File: src/rtl/seq_multiplier_pkg.sv
// Shared definitions for the sequential multiplier family.
package seq_multiplier_pkg;

  // Controller states, shared with the booth and pipelined variants
  typedef enum logic [1:0] {
    ST_IDLE = 2'd0,
    ST_RUN  = 2'd1,
    ST_FIN  = 2'd2
  } mult_state_t;

endpackage

File: src/rtl/seq_multiplier_datapath.sv
// Shift-add datapath: operand magnitude capture, accumulator, final sign fix.
module seq_mult_datapath #(
  parameter int WIDTH = 8,
  parameter int CNT_W = $clog2(WIDTH + 1)
) (
  input  logic               clk,
  input  logic               rst_n,
  input  logic               load,
  input  logic               step,
  input  logic               finish,
  input  logic               signed_mode,
  input  logic [WIDTH-1:0]   a,
  input  logic [WIDTH-1:0]   b,
  input  logic [CNT_W-1:0]   cnt,
  output logic [2*WIDTH-1:0] product
);

  logic [WIDTH-1:0]   mcand;
  logic [WIDTH-1:0]   mplier;
  logic [2*WIDTH-1:0] acc;
  logic               neg_flag;

  logic               a_neg;
  logic               b_neg;
  logic [WIDTH-1:0]   a_mag;
  logic [WIDTH-1:0]   b_mag;
  logic [2*WIDTH-1:0] wide_mcand;
  logic [2*WIDTH-1:0] addend;
  logic [2*WIDTH-1:0] acc_nxt;
  logic [2*WIDTH-1:0] product_nxt;

  // Operand magnitudes and the next accumulator / final result values
  always_comb begin
    a_neg       = signed_mode & a[WIDTH-1];
    b_neg       = signed_mode & b[WIDTH-1];
    // -(-2^(WIDTH-1)) wraps to 2^(WIDTH-1), which is the correct unsigned magnitude
    a_mag       = a_neg ? -a : a;
    b_mag       = b_neg ? -b : b;
    wide_mcand  = {{WIDTH{1'b0}}, mcand};
    addend      = mplier[0] ? (wide_mcand << cnt) : '0;
    acc_nxt     = acc + addend;
    // Result is taken from the post-step accumulator so the last step and
    // the product update share one edge
    product_nxt = neg_flag ? -acc_nxt : acc_nxt;
  end

  // Operand capture, per-cycle accumulate/shift, and result register
  always_ff @(posedge clk or negedge rst_n) begin
    if (!rst_n) begin
      mcand    <= '0;
      mplier   <= '0;
      acc      <= '0;
      neg_flag <= 1'b0;
      product  <= '0;
    end else begin
      if (load) begin
        mcand    <= a_mag;
        mplier   <= b_mag;
        neg_flag <= a_neg ^ b_neg;
        acc      <= '0;
      end else if (step) begin
        acc    <= acc_nxt;
        mplier <= mplier >> 1;
      end
      if (finish) begin
        product <= product_nxt;
      end
    end
  end

endmodule

File: src/rtl/seq_multiplier.sv
// Sequential shift-add multiplier, one multiplier bit per clock,
// unsigned or two's-complement operands, start/done handshake.
module seq_multiplier
  import seq_multiplier_pkg::*;
#(
  parameter int WIDTH = 8
) (
  input  logic               clk,
  input  logic               rst_n,
  input  logic               start,
  input  logic               signed_mode,
  input  logic [WIDTH-1:0]   a,
  input  logic [WIDTH-1:0]   b,
  output logic               busy,
  output logic               done,
  output logic [2*WIDTH-1:0] product
);

  localparam int CNT_W = $clog2(WIDTH + 1);

  mult_state_t      state;
  logic [CNT_W-1:0] cnt;
  logic             accept;
  logic             step;
  logic             last;
  logic             finish;

  // Handshake decode shared by the controller and the datapath
  always_comb begin
    accept = start && ((state == ST_IDLE) || (state == ST_FIN));
    step   = (state == ST_RUN);
    last   = (cnt == CNT_W'(WIDTH - 1));
    finish = step && last;
  end

  // Controller: WIDTH RUN cycles per operation, FIN lasts one cycle and may
  // accept the next operation directly
  always_ff @(posedge clk or negedge rst_n) begin
    if (!rst_n) begin
      state <= ST_IDLE;
      cnt   <= '0;
      busy  <= 1'b0;
      done  <= 1'b0;
    end else begin
      done <= 1'b0;
      case (state)
        ST_IDLE: begin
          if (start) begin
            state <= ST_RUN;
            cnt   <= '0;
            busy  <= 1'b1;
          end
        end
        ST_RUN: begin
          cnt <= cnt + CNT_W'(1);
          if (last) begin
            state <= ST_FIN;
            busy  <= 1'b0;
            done  <= 1'b1;
          end
        end
        ST_FIN: begin
          if (start) begin
            state <= ST_RUN;
            cnt   <= '0;
            busy  <= 1'b1;
          end else begin
            state <= ST_IDLE;
          end
        end
        default: begin
          state <= ST_IDLE;
          busy  <= 1'b0;
        end
      endcase
    end
  end

  seq_mult_datapath #(
    .WIDTH (WIDTH),
    .CNT_W (CNT_W)
  ) u_datapath (
    .clk         (clk),
    .rst_n       (rst_n),
    .load        (accept),
    .step        (step),
    .finish      (finish),
    .signed_mode (signed_mode),
    .a           (a),
    .b           (b),
    .cnt         (cnt),
    .product     (product)
  );

endmodule

File: config.mk
export PLATFORM = sky130hd
export DESIGN_NAME = seq_multiplier
export DESIGN_NICKNAME = d
export VERILOG_FILES = /design/src/rtl/seq_multiplier_pkg.sv /design/src/rtl/seq_multiplier_datapath.sv /design/src/rtl/seq_multiplier.sv
export SDC_FILE = /design/constraint.sdc
export NUM_CORES = 1
export LEC_CHECK = 0
export BUFFER_PORTS_ARGS = -buffer_cell sky130_fd_sc_hd__buf_2
export CAP_MARGIN = 10
export CORE_UTILIZATION = 55
export CTS_CLUSTER_SIZE = 12
export DETAILED_ROUTE_END_ITERATION = 6
export HOLD_SLACK_MARGIN = 0.15
export MAX_ROUTING_LAYER = met4
export PLACE_DENSITY = 0.75
export SETUP_SLACK_MARGIN = 0.4
export SYNTH_ARGS = -nofsm -noshare
export SYNTH_HDL_FRONTEND = slang
export SYNTH_SLANG_ARGS = --single-unit
File: constraint.sdc
create_clock -name clk -period 5.3 [get_ports clk]
set_clock_uncertainty 0.1 [all_clocks]
set_input_delay 0.795 -clock clk [delete_from_list [all_inputs] [get_ports clk]]
set_output_delay 0.795 -clock clk [all_outputs]
set_load 0.005 [all_outputs]
==> flow_summary_export.csv <==
group,metric,value,unit
critical_path,crit_fanout,14,
sta,final.setup.tns,0,ps
clocking,tritoncts.num_buffers,9,
detailed_routing,drt_first_pass_iters,4,
place,place_area,4260,µm²
logic_synthesis,syn_area_per_cell,8.64,µm²
floorplan,rows,30,
run,maxCapViolCount,0,
clocking,cts-root-buf,"clkbuf_8",
clocking,htreeDepth,3,
clocking,clock_latency,350,ps
sta,fmax,220,MHz
floorplan,die_x,87.4,µm
logic_synthesis,netlist_area,4010,µm²
critical_path,start_kind,"register",
worst_hold_path,whs_path_depth,2,
sta,fin_crit_sh,0.859,
sta,period_minus_slack,4550,ps
global_route,grt-busiest-layer,"met2",
detailed_routing,detail_route.iter0.violations,175,
finish,antenna_cells,0,
finish,fin_area,4470,µm²
critical_path,end_kind,"register",
clocking,post_cts_buffers,0,
critical_path,required,5390,ps
finish,drive_above_1_share,0.162,
sta,drv_slew,0,
sta,setup_viol,0,
place,gp_congestion,0.899,
floorplan,coreArea,6910,µm²
global_route,grt_overflow,0,
detailed_routing,wirelength,9310,µm
detailed_routing,drc,0,
worst_hold_path,hold_start,"u_datapath.product[10]$_DFFE_PN0P_",
power,p_comb_frac,0.590,
sta,hold_viol,0,
power,p_int,1.69,mW
power,cellLeakagePower,2.11,nW
floorplan,start_util,0.580,
logic_synthesis,synthFlopType,"dfrtp_1",
global_route,grt_usage,0.274,
global_route,use_met1,0.341,
power,seq_power_share,0.267,
logic_synthesis,synthCells,464,
global_route,antenna_found_initial,0,
power,ir_drop,0.000386,V
critical_path,startpoint,"cnt[0]$_DFFE_PN0P_",
power,clkPwrFrac,0.143,
clocking,clkTransAtPathRegs,70,ps
sta,relSlewSlack,0.297,
worst_hold_path,hold_class,"reg -> reg",
floorplan,dieArea,7630,µm²
clocking,cts_tree,"built",
finish,area_delta_synth_final,11.6,%
place,io_buffer_count,37,
detailed_routing,num_vias,3578,
sta,rsz0062_at_grt,"false",
logic_synthesis,seq_area_frac_synth,0.356,
clocking,hold_buffers,0,
logic_synthesis,synth_edf_count,0,
floorplan,ios,38,
floorplan,die_h,87.4,µm
clocking,clock-sinks,57,
global_route,use_met2,0.425,
critical_path,arrival,4650,ps
place,dp_hpwl,6680,µm
logic_synthesis,netlist-cell-type-count,65,
detailed_routing,final_antenna_net_count,0,
logic_synthesis,synth_nets,504,
detailed_routing,avgRoutedWirePerCell,15.6,µm
power,powerDensity,704,nW/µm²
clocking,ctsResizeCount,0,
detailed_routing,viasPerCell,6.00,
global_route,grt_pass1_vias,3335,
critical_path,worstSetupPathType,"reg -> reg",
finish,fin_nets,535,
power,switchingPower,1.46,mW
critical_path,rr_worst_depth,14,
global_route,use_met3,0.0512,
sta,tightest_slew,1050,ps
global_route,grt_max_degree,58,
power,swShare,0.462,
outcome,status,"completed",
logic_synthesis,yosysWarningCount,0,
clocking,ctsLongestPathBuffers,2,
global_route,grt_pass1_wl,15600,µm
critical_path,r2r-start,"cnt[0]$_DFFE_PN0P_",
logic_synthesis,ys_async_sr_fraction,1.00,
logic_synthesis,ys_seq_elements,57,
## path summary, 6_finish.rpt
path | slack [ps] | end
worst max register to register | 750 | u_datapath.product[14]$_DFFE_PN0P_
min in group asynchronous | 490 | done$_DFF_PN0_
worst min register to register | 370 | u_datapath.product[10]$_DFFE_PN0P_
worst max-delay path | 750 | u_datapath.product[14]$_DFFE_PN0P_
max in group asynchronous | 4120 | u_datapath.mcand[2]$_DFFE_PN0P_
worst min-delay path | 370 | u_datapath.product[10]$_DFFE_PN0P_
## layout by cell type, fill, tap and decap left out, drive strengths merged, types with 3 or more instances in the layout
cell type	count
a31oi	10
and3	8
buf	41
ha	19
a211oi	3
a21o	10
o41ai	3
o211a	3
nand2	74
nor2	25
nand2b	6
or3	8
o211ai	5
nor3	9
mux2	9
o21ai	49
nor2b	7
inv	14
nand4	4
dfrtp	57
and2	6
xor2	18
clkbuf	11
a21boi	3
mux2i	5
o31ai	6
a21oi	13
nand3	11
xnor2	14
a22o	12
## cell usage after synthesis, types with 3 or more instances
cell type	instances	share of area
nand2_1	74	0.069
dfrtp_1	57	0.36
o21ai_0	46	0.057
nor2_1	25	0.023
ha_1	19	0.059
xor2_1	18	0.039
clkbuf_1	17	0.016
inv_1	14	0.013
xnor2_1	14	0.031
a21oi_1	12	0.015
a22o_1	10	0.022
a31oi_1	10	0.016
nand3_1	10	0.012
a21o_1	9	0.017
mux2_2	9	0.025
nor3_1	9	0.011
nor2b_1	7	0.011
or3_1	7	0.011
and2_1	6	0.0094
nand2b_1	6	0.0094
o31ai_1	6	0.011
and3_1	5	0.0078
mux2i_1	5	0.012
o211ai_1	5	0.0094
nand4_1	4	0.0062
a21boi_0	3	0.0056
and3_2	3	0.0056
o211a_1	3	0.0075
o21ai_1	3	0.0037
## routing by layer
layer | share of wire | up-vias | routed length, µm
li1 | - | 1741 | -
met3 | 0.039 | 31 | 367
met4 | 0.039 | 0 | 359
met5 | 0 | - | 0
met1 | 0.44 | 1706 | 4130
met2 | 0.48 | 100 | 4440
## state kept, by name, indices dropped and copies added, names as in the netlist
name / flops
u_datapath.mplier: 8
u_datapath.acc: 16
state: 2
done: 1
u_datapath.product: 16
busy: 1
u_datapath.neg_flag: 1
cnt: 4
u_datapath.mcand: 8
## kinds of logic (layout without fill, tap and decap cells)
logic type | after synthesis | in the layout | synth area share
buf+inv | 36 | 72 | 0.0353
fa+ha+maj | 20 | 20 | 0.0643
compound gates | 134 | 134 | 0.229
mux | 14 | 14 | 0.0378
simple gates | 171 | 171 | 0.207
flops | 57 | 57 | 0.356
xor+xnor | 32 | 32 | 0.0699
## worst max-delay path, stage by stage (launching register included)
cell      delay (ps)
dfrtp_1          630
mux2_2           400
mux2_2           270
nand2_1           70
o31ai_1           90
nor2b_1          170
ha_1             340
a21o_2           280
a221oi_2         420
xnor2_1          180
a21o_1           220
or4b_1           570
o41ai_2          380
xor2_1           180
o21ai_1           70
## per-stage QoR
step | total power, mW | instances | util | hold slack [ps] | setup slack (ps)
2_1_floorplan | 2.15 | 464 | - | 356 | 1040
3_3_place_gp | 2.63 | 580 | 0.617 | 359 | 940
3_5_place_dp | 2.68 | 580 | 0.617 | 367 | 838
4_1_cts | 3.14 | 596 | 0.647 | 382 | 791
5_1_grt | 3.42 | 596 | 0.647 | 402 | 455
6_report | 3.15 | 596 | 0.647 | 372 | 747
## power groups by stage
stage          Sequential, mW  Clock (mW)  Combinational [mW]
2_1_floorplan           0.758           0                1.40
3_3_place_gp            0.835           0                1.79
3_5_place_dp            0.844           0                1.83
4_1_cts                 0.839       0.454                1.85
5_1_grt                 0.871       0.474                2.08
6_report                0.841       0.450                1.86
## final cells by class
| class | count | area, µm² |
|---|---|---|
| clock inverter | 5 | 80.1 |
| tap | 96 | 120 |
| inverter | 15 | 56.3 |
| sequential | 57 | 1430 |
| fill | 631 | 2430 |
| multi-input combinational | 371 | 2440 |
| timing repair buffer | 41 | 215 |
| clock buffer | 11 | 131 |
No activity file was read; power rests on OpenSTA's default activity.
